==> src/rtl/fetch_unit_if.sv <==
// Fetch-stage bus: instruction-memory request/response, redirect, and the decode-side queue head.
// master = fetch unit, slave = memory/decode environment.
interface fetch_unit_if #(
    parameter int DW = 32,
    parameter int AW = 32
);
    logic          imem_req;
    logic [AW-1:0] imem_addr;
    logic          imem_gnt;
    logic          imem_rvalid;
    logic [DW-1:0] imem_rdata;
    logic          redirect;
    logic [AW-1:0] redirect_pc;
    logic          instr_valid;
    logic          instr_ready;
    logic [DW-1:0] instr;
    logic [AW-1:0] instr_pc;

    modport master (
        output imem_req, imem_addr, instr_valid, instr, instr_pc,
        input  imem_gnt, imem_rvalid, imem_rdata, redirect, redirect_pc, instr_ready
    );

    modport slave (
        input  imem_req, imem_addr, instr_valid, instr, instr_pc,
        output imem_gnt, imem_rvalid, imem_rdata, redirect, redirect_pc, instr_ready
    );
endinterface

==> src/rtl/fetch_unit.sv <==
// Instruction fetch: one outstanding imem request, returned words queued with their PC for decode.
// state | meaning
// S_REQ | request word at fpc while the queue has room
// S_RSP | request granted, waiting for rvalid (drop=1 discards it after a redirect)
module fetch_unit #(
    parameter int            DW       = 32,
    parameter int            AW       = 32,
    parameter int            DEPTH    = 4,
    parameter logic [AW-1:0] RESET_PC = '0
) (
    input logic         clk,
    input logic         rst,
    fetch_unit_if.master bus
);
    localparam int PW = $clog2(DEPTH);
    localparam int CW = PW + 1;

    typedef enum logic {S_REQ, S_RSP} state_t;

    state_t        state;
    logic          drop;
    logic [AW-1:0] fpc;
    logic [AW-1:0] req_pc;
    logic [PW-1:0] rd_ptr;
    logic [PW-1:0] wr_ptr;
    logic [CW-1:0] count;
    logic [DW-1:0] mem_instr [DEPTH];
    logic [AW-1:0] mem_pc    [DEPTH];

    logic can_req;
    logic grant;
    logic push;
    logic pop;

    assign can_req         = (count < CW'(DEPTH));
    assign bus.imem_req    = (state == S_REQ) && can_req && !rst;
    assign bus.imem_addr   = {fpc[AW-1:2], 2'b00};
    assign grant           = bus.imem_req && bus.imem_gnt;
    assign push            = (state == S_RSP) && bus.imem_rvalid && !drop;
    assign bus.instr_valid = (count != '0) && !rst;
    assign pop             = bus.instr_valid && bus.instr_ready;
    assign bus.instr       = mem_instr[rd_ptr];
    assign bus.instr_pc    = mem_pc[rd_ptr];

    // Queue storage carries no reset; validity is tracked by count alone.
    always_ff @(posedge clk) begin
        if (!rst && !bus.redirect && push) begin
            mem_instr[wr_ptr] <= bus.imem_rdata;
            mem_pc[wr_ptr]    <= req_pc;
        end
    end

    always_ff @(posedge clk) begin
        if (rst) begin
            state  <= S_REQ;
            drop   <= 1'b0;
            fpc    <= RESET_PC;
            req_pc <= RESET_PC;
            rd_ptr <= '0;
            wr_ptr <= '0;
            count  <= '0;
        end else if (bus.redirect) begin
            // Redirect flushes the queue; whatever is in flight must be thrown away.
            fpc    <= {bus.redirect_pc[AW-1:2], 2'b00};
            rd_ptr <= '0;
            wr_ptr <= '0;
            count  <= '0;
            case (state)
                S_REQ: begin
                    if (grant) begin
                        state <= S_RSP;
                        drop  <= 1'b1;
                    end
                end
                S_RSP: begin
                    if (bus.imem_rvalid) begin
                        state <= S_REQ;
                        drop  <= 1'b0;
                    end else begin
                        drop  <= 1'b1;
                    end
                end
            endcase
        end else begin
            case (state)
                S_REQ: begin
                    if (grant) begin
                        req_pc <= fpc;
                        fpc    <= fpc + AW'(4);
                        state  <= S_RSP;
                    end
                end
                S_RSP: begin
                    if (bus.imem_rvalid) begin
                        state <= S_REQ;
                        drop  <= 1'b0;
                    end
                end
            endcase
            if (push) wr_ptr <= wr_ptr + PW'(1);
            if (pop)  rd_ptr <= rd_ptr + PW'(1);
            if (push && !pop)      count <= count + CW'(1);
            else if (pop && !push) count <= count - CW'(1);
        end
    end
endmodule

==> src/flat_wrapper.sv <==
// flat-port wrapper written by rule: the top's interface ports become plain ports
module fetch_unit_flat 
#(
    parameter int            DW       = 32,
    parameter int            AW       = 32,
    parameter int            DEPTH    = 4,
    parameter logic [AW-1:0] RESET_PC = '0
)
  (clk, rst, bus_imem_req, bus_imem_addr, bus_instr_valid, bus_instr, bus_instr_pc, bus_imem_gnt, bus_imem_rvalid, bus_imem_rdata, bus_redirect, bus_redirect_pc, bus_instr_ready);
  fetch_unit_if #(.DW(DW), .AW(AW)) bus_i ();
  input logic clk;
  input logic rst;
  output wire logic [$bits(bus_i.imem_req)-1:0] bus_imem_req;
  output wire logic [$bits(bus_i.imem_addr)-1:0] bus_imem_addr;
  output wire logic [$bits(bus_i.instr_valid)-1:0] bus_instr_valid;
  output wire logic [$bits(bus_i.instr)-1:0] bus_instr;
  output wire logic [$bits(bus_i.instr_pc)-1:0] bus_instr_pc;
  input wire logic [$bits(bus_i.imem_gnt)-1:0] bus_imem_gnt;
  input wire logic [$bits(bus_i.imem_rvalid)-1:0] bus_imem_rvalid;
  input wire logic [$bits(bus_i.imem_rdata)-1:0] bus_imem_rdata;
  input wire logic [$bits(bus_i.redirect)-1:0] bus_redirect;
  input wire logic [$bits(bus_i.redirect_pc)-1:0] bus_redirect_pc;
  input wire logic [$bits(bus_i.instr_ready)-1:0] bus_instr_ready;
  assign bus_imem_req = bus_i.imem_req;
  assign bus_imem_addr = bus_i.imem_addr;
  assign bus_instr_valid = bus_i.instr_valid;
  assign bus_instr = bus_i.instr;
  assign bus_instr_pc = bus_i.instr_pc;
  assign bus_i.imem_gnt = bus_imem_gnt;
  assign bus_i.imem_rvalid = bus_imem_rvalid;
  assign bus_i.imem_rdata = bus_imem_rdata;
  assign bus_i.redirect = bus_redirect;
  assign bus_i.redirect_pc = bus_redirect_pc;
  assign bus_i.instr_ready = bus_instr_ready;
  fetch_unit #(.DW(DW), .AW(AW), .DEPTH(DEPTH), .RESET_PC(RESET_PC)) u_core (.clk(clk), .rst(rst), .bus(bus_i));
endmodule
==> config.mk <==
export PLATFORM = sky130hd
export DESIGN_NAME = fetch_unit_flat
export DESIGN_NICKNAME = d
export VERILOG_FILES = /design/src/rtl/fetch_unit_if.sv /design/src/rtl/fetch_unit.sv /design/src/flat_wrapper.sv
export SDC_FILE = /design/constraint.sdc
export NUM_CORES = 1
export LEC_CHECK = 0
export CORE_UTILIZATION = 30
export CTS_CLUSTER_SIZE = 28
export DETAILED_ROUTE_END_ITERATION = 6
export PLACE_DENSITY = 0.59
export SYNTH_ARGS = -nofsm -noshare
export SYNTH_HDL_FRONTEND = slang
export SYNTH_SLANG_ARGS = --single-unit
export TNS_END_PERCENT = 1
==> constraint.sdc <==
create_clock -name clk -period 4.5 [get_ports clk]
set_input_delay 0.9 -clock clk [delete_from_list [all_inputs] [get_ports clk]]
set_output_delay 0.9 -clock clk [all_outputs]
set_load 0.02 [all_outputs]
==> summary.txt, run 1 <==
Pwr
  • Switching power: 1.36 mW
  • Leakage: 4.83 nW
  • Worst VDD drop: 248 µV
  • Pwr dens: 403 nW/µm²
  • Switching Share: 21.2%
  • Logic gate share of total power: 5.0%
  • Clock Power Share: 44.3%
  • Internal power: 5.06 mW
  • Sequential Power Share: 50.7%

Timing
  • Fin crit period: 3.67 ns
  • Max Fclk: 273 MHz
  • Final hold vios: 0
  • Worst slew margin: 48.1%
  • Setup TNS: 0 ns
  • Final-report max-slew violation count: 0
  • Worst hold margin: 0.501 ns
  • RSZ-0062 raised after global routing: no
  • Final setup fails: 0
  • Clock skew: 0.0141 ns
  • Measured slew at the worst slew-check pin: 0.772 ns
  • Period utilisation layout: 81.5%

Final layout
  • Nets: 1007
  • Filler cells: 3835
  • Cell Count, Final, Fillers Out: 1489
  • FF+latch area: 8880 µm²
  • Synth-to-Final Area Change: 27.6%
  • N_diodes: 0
  • Multi-input gate area in the final layout: 3350 µm²
  • Layout cell share with drive strength beyond 1: 16.0%

Worst setup path
  • Critical path's slowest cell: dfxtp_4
  • Crit-path leading delay family: buffers and inverters
  • CP startpoint kind: flip-flop
  • WP data arrival: 2.77 ns
  • Reg2reg setup slack: 2.13 ns
  • CP Data Required Time: 3.60 ns
  • Worst-path cell chain: buf_4 > mux4_2 > clkdlybuf4s50_1
  • Cell count of the worst reg-to-reg path: 9
  • R2R Path End: u_core.count[2]
  • Buf+Inv Stages, Crit Path: 2
  • Levels on crit path: 3
  • RR Startpoint: u_core.count[2]
  • Critical path's largest stage delay: 0.78 ns
  • Worst setup path endpoint: bus_instr_pc[16]
  • CP Capture Type: output pin
  • CP Class: reg -> out
  • Worst-path maximum fanout: 28

Flow run
  • Total of max-cap violations: 0

Die
  • Die X-Extent: 206 µm
  • Die ar.: 42400 µm²
  • Chip height: 206 µm
  • I/O pins: 168
  • Num rows: 74
  • Core Box Area: 40900 µm²
  • Starting Density: 30.5%

Routing
  • Final wirelength: 30100 µm
  • Drt initial violations: 412
  • Vias: 7208
  • DRC Markers: 0
  • Drt first pass iters: 5
  • Avg WL per Cell: 20.2 µm
  • ANT nets after route: 0
  • Vias/cell: 4.84

CTS
  • Worst-path clk slew: 0.06 ns
  • CTS Buf Count: 36
  • Worst skew pair latency: 0.52 ns
  • CTS root buf: clkbuf_16
  • Post-CTS Repair Setup Buffers: 0
  • Post_cts resized: 0
  • TritonCTS clock tree: done
  • H-tree levels: 2
  • Hold buffers post-CTS: 0
  • # clock sinks: 319
  • Clock buffer depth: 3

Synthesis
  • Async SR Flop Fraction: 0%
  • Warnings, synthesis: 0
  • Register area share after synthesis: 71.1%
  • Synth unique cells: 59
  • Number of flops mapped to enable cells by yosys: 248
  • Mean Syn Cell Area: 16.5 µm²
  • Flops & latches, synth: 319
  • Main synth FF type: edfxtp_1
  • Synthesized area: 12500 µm²
  • Cells after synthesis: 754

Placement
  • GPL Wtd Cong: 0.771
  • Dpl cells: 1424
  • Final HPWL DP: 19400 µm
  • Port Buf Inserts: 161

Global routing
  • First-pass GRT wire length: 44900 µm
  • GRT Total Usage: 14.2%
  • Number of global-route vias before repair: 7265
  • Largest net degree at the start of global routing: 50
  • Initial antenna violation count: 0
  • Grt ovf: 0

Worst hold path
  • HP Class: reg -> reg

Run status
  • Outcome: finished, final reports clean
[logic make-up (layout without fill, tap and decap cells)]
| family | after synthesis | in the layout | share of synthesized area (%) |
|---|---|---|---|
| simple gates | 207 | 207 | 8.87 |
| other cells | 1 | 4 | 0.0301 |
| buf+inv | 57 | 257 | 2.20 |
| flops | 319 | 319 | 71.1 |
| mux | 64 | 64 | 11.4 |
| xor+xnor | 16 | 16 | 1.12 |
| compound gates | 83 | 83 | 4.53 |
| fa+ha+maj | 7 | 7 | 0.763 |
[area by class of cell]
class | count | area share, %
sequential | 319 | 55.8
clock inverter | 17 | 1.07
inverter | 9 | 0.212
tap | 532 | 4.18
multi-input combinational | 381 | 21.1
clock buffer | 48 | 6.14
timing repair buffer | 183 | 11.5
[per-layer routing]
layer	global-route usage, %	vias up	share of wire, %
met4	3.83	0	1.6
met5	0	-	0
met2	23.5	208	48
met1	19.2	3653	45
li1	-	3317	-
met3	2.70	30	4.7
[state kept, by name (all words and copies together) (netlist names), named ones only]
register          flops
u_core.wr_ptr         2
u_core.rd_ptr         2
u_core.req_pc        30
u_core.drop           1
u_core.mem_pc       120
u_core.mem_instr    128
u_core.fpc           30
u_core.count          3
u_core.state          1
[worst min-delay path by stage]
| stage | from | to | slack (ns) | cells past startpoint |
|---|---|---|---|---|
| 3_5_place_dp | u_core.req_pc[16] | u_core.req_pc[16] | 0.49 | 2 |
| 4_1_cts | u_core.req_pc[16] | u_core.req_pc[16] | 0.50 | 2 |
| 6_report | u_core.req_pc[14] | u_core.req_pc[14] | 0.50 | 2 |
| 2_1_floorplan | u_core.req_pc[10] | u_core.mem_pc[0][10] | 0.46 | 0 |
| 3_3_place_gp | u_core.req_pc[28] | u_core.mem_pc[2][28] | 0.48 | 0 |
| 5_1_grt | u_core.req_pc[24] | u_core.mem_pc[2][24] | 0.52 | 0 |
[power by group through the flow]
stage          clock [mW]  sequential [mW]  combinational, mW
3_3_place_gp            0             3.31              0.319
6_report             2.84             3.25              0.320
2_1_floorplan           0             3.31              0.135
3_5_place_dp            0             3.31              0.323
4_1_cts              2.92             3.25              0.325
5_1_grt              3.02             3.26              0.344
[through the flow]
step	util, %	power, mW	instance area, µm²	setup WS (ns)
after global routing	38.9	6.62	15900	0.665
after detailed placement	36.1	3.64	14800	1.09
final	38.9	6.42	15900	0.831
after global placement	36.1	3.63	14800	1.14
after floorplan	-	3.45	12500	0.895
after CTS	38.9	6.49	15900	0.731
[tightest hold or removal path: stages (launching register included)]
cell	delay, ns
dfxtp_1	0.34
nand2_1	0.06
a21oi_1	0.05
[cell usage in the layout (no fill, tap or decap), drive strengths merged, types with 13 or more instances in the layout]
master and n:
edfxtp 248, clkdlybuf4s50 160, nand2 77, dfxtp 71, mux4 62, clkbuf 48
nor2 34, a21oi 33, buf 23, nand4 17, nand3 13
[synthesized netlist by cell type, types with 2 or more instances]
| cell type | instances | share of area (%) |
|---|---|---|
| a21oi_1 | 33 | 1.3 |
| mux4_2 | 62 | 11 |
| buf_4 | 5 | 0.30 |
| nand2b_1 | 2 | 0.10 |
| nor3b_1 | 3 | 0.18 |
| a311oi_1 | 7 | 0.49 |
| nand3_1 | 12 | 0.48 |
| a311o_1 | 2 | 0.16 |
| nand2_1 | 77 | 2.3 |
| buf_2 | 15 | 0.60 |
| o21ai_0 | 7 | 0.28 |
| ha_1 | 6 | 0.60 |
| or2_2 | 2 | 0.10 |
| and4_1 | 11 | 0.77 |
| clkbuf_1 | 22 | 0.66 |
| xor2_1 | 8 | 0.56 |
| or3_1 | 5 | 0.25 |
| nor2_1 | 34 | 1.0 |
| and3_1 | 3 | 0.15 |
| and2_1 | 8 | 0.40 |
| or4_1 | 10 | 0.60 |
| nand4_2 | 2 | 0.20 |
| inv_1 | 9 | 0.27 |
| nor3_1 | 8 | 0.32 |
| nor2b_1 | 4 | 0.20 |
| edfxtp_1 | 248 | 60 |
| nand4_1 | 15 | 0.75 |
| nor4_2 | 2 | 0.20 |
| a211oi_1 | 10 | 0.60 |
| buf_6 | 3 | 0.27 |
| o31ai_1 | 7 | 0.42 |
| o2111a_1 | 5 | 0.45 |
| xnor2_1 | 8 | 0.56 |
| mux2i_1 | 2 | 0.16 |
| buf_1 | 3 | 0.090 |
| dfxtp_1 | 71 | 11 |
(Power assumes the default switching activity.)
==> inputs of run 2 (changes only) <==
clock period = 3.6 ns   (was 4.5 ns; I/O delays follow)
==> summary.txt, run 2 (synthesis results as in run 1) <==
Routing
  • Vias: 7232 (+0.33%)
  • Drt first pass iters: 5 (unchanged)
  • Final wirelength: 30200 µm (+0.18%)
  • DRC Markers: 0 (unchanged)
  • Vias/cell: 4.86 (+0.47%)
  • ANT nets after route: 0 (unchanged)
  • Drt initial violations: 555 (+35%)
  • Avg WL per Cell: 20.3 µm (+0.31%)

Final layout
  • Most flop-heavy register: u_core.mem_instr
  • Max reg flops: 128 (unchanged)
  • Nets: 1008 (+0.099%)
  • Most frequent cells in the layout: edfxtp_1, clkdlybuf4s50_1, nand2_1, dfxtp_1, mux4_2
  • Multi-input gate area in the final layout: 3350 µm² (unchanged)
  • N_diodes: 0 (unchanged)
  • Fin util: 39.2% (+0.28 points)
  • Commonest non-fill, non-tap cell in the layout: edfxtp_1
  • Filler cells: 3823 (-0.31%)
  • FF+latch area: 8880 µm² (unchanged)
  • Biggest regs: u_core.mem_instr: 128 flops, u_core.mem_pc: 120 flops
  • Synth-to-Final Area Change: 28.5%
  • Layout cell share with drive strength beyond 1: 16.0% (+0.033 points)

Worst setup path
  • WP data arrival: 2.60 ns (-0.17 ns)
  • CP startpoint kind: flip-flop
  • Crit-path leading delay family: buffers and inverters
  • CP Capture Type: output pin
  • Critical path's largest stage delay: 0.62 ns (-0.16 ns)
  • CP Class: reg -> out
  • CP Data Required Time: 2.88 ns (-0.72 ns)
  • Worst-path cell chain: buf_4 > mux4_2 > clkdlybuf4s50_1
  • Worst-path maximum fanout: 14 (-50%)
  • Critical path's slowest cell: mux4_2
  • Buf+Inv Stages, Crit Path: 2 (unchanged)

Global routing
  • GRT Total Usage: 14.4% (+0.20 points)
  • Initial antenna violation count: 0 (unchanged)
  • Largest net degree at the start of global routing: 50 (unchanged)
  • Number of global-route vias before repair: 7451 (+2.6%)
  • First-pass GRT wire length: 45500 µm (+1.4%)
  • Grt ovf: 0 (unchanged)

CTS
  • Worst skew pair latency: 0.53 ns (about the same)
  • Worst-path clk slew: 0.06 ns (about the same)
  • CTS Buf Count: 36 (unchanged)
  • Post_cts resized: 0 (unchanged)
  • Clock buffer depth: 3 (unchanged)
  • # clock sinks: 319 (unchanged)
  • H-tree levels: 2 (unchanged)
  • CTS root buf: clkbuf_16
  • Post-CTS Repair Setup Buffers: 0 (unchanged)
  • Hold buffers post-CTS: 0 (unchanged)
  • TritonCTS clock tree: done

Timing
  • RSZ-0062 raised after global routing: no
  • Worst slew margin: 46.4% (-1.7 points)
  • Setup TNS: 0 ns (unchanged)
  • Final hold vios: 0 (unchanged)
  • Final setup fails: 0 (unchanged)
  • Fin crit period: 3.32 ns
  • Measured slew at the worst slew-check pin: 0.797 ns (+0.0255 ns)
  • Max Fclk: 302 MHz
  • Final-report max-slew violation count: 0 (unchanged)
  • Period utilisation layout: 92.1%
  • Clock skew: 0.0300 ns (+0.0159 ns)

Die
  • Die ar.: 42400 µm² (unchanged)
  • Chip height: 206 µm (unchanged)
  • I/O pins: 168 (unchanged)
  • Die X-Extent: 206 µm (unchanged)
  • Core Box Area: 40900 µm² (unchanged)
  • Num rows: 74 (unchanged)
  • Starting Density: 30.5% (unchanged)

Run status
  • Outcome: finished, final reports clean

Pwr
  • Pwr dens: 510 nW/µm² (+26%)
  • Leakage: 4.86 nW (+0.78%)
  • Worst VDD drop: 250 µV (+0.88%)

Placement
  • Port Buf Inserts: 161 (unchanged)
  • Final HPWL DP: 19600 µm (+1.4%)
  • GPL Wtd Cong: 0.794 (+3.0%)

Flow run
  • Total of max-cap violations: 0 (unchanged)

Worst hold path
  • HP Class: reg -> reg
-- run 2: worst paths after layout --
| path | from | endpoint | slack, ns | depth (start not counted) |
|---|---|---|---|---|
| max | flip-flop | bus_instr_pc[16] | 0.28 | 3 |
| min | u_core.req_pc[16] | u_core.req_pc[16] | 0.50 | 2 |
| max reg2reg | u_core.count[2] | u_core.count[2] | 1.30 | 9 |
| min reg2reg | u_core.req_pc[16] | u_core.req_pc[16] | 0.50 | 2 |
-- run 2: power breakdown --
| group | leakage, nW | internal, mW | total, mW | switching [mW] |
|---|---|---|---|---|
| combinational | 1.57 | 0.197 | 0.403 | 0.206 |
| clock | 0.581 | 2.28 | 3.70 | 1.42 |
| sequential | 2.71 | 3.99 | 4.07 | 0.0734 |
-- run 2: metrics by stage --
stage	setup slack, ns	hold WS [ns]	instance area [µm²]	power (mW)	std cells
after detailed placement	0.470	0.492	14800	4.55	1425
after global placement	0.528	0.477	14800	4.54	1425
after floorplan	0.175	0.460	12500	4.31	757
final	0.285	0.499	16000	8.17	1487
after CTS	0.214	0.499	16000	8.29	1487
after global routing	0.138	0.517	16000	8.45	1487
-- run 2: cell type report --
class | instances | area share, %
clock buffer | 45 | 6.09
clock inverter | 17 | 1.36
inverter | 9 | 0.211
multi-input combinational | 381 | 20.9
sequential | 319 | 55.4
tap | 532 | 4.15
timing repair buffer | 184 | 11.9
-- run 2: per-layer routing --
layer / track usage (%) / share of wire, % / up-vias / routed length, µm
met2: 23.6 / 48 / 234 / 14500
met1: 19.5 / 44 / 3635 / 13400
met5: 0 / 0 / - / 0
li1: - / - / 3332 / -
met4: 3.83 / 1.3 / 0 / 401
met3: 3.04 / 6.4 / 31 / 1920
-- run 2: worst reg2reg max path: stages (launching register included) --
cell     delay (ns)
dfxtp_1        0.41
nor3_1         0.39
nor3b_1        0.14
inv_1          0.08
ha_1           0.18
inv_1          0.06
fa_1           0.37
xor2_1         0.15
or3_1          0.31
a21oi_1        0.14
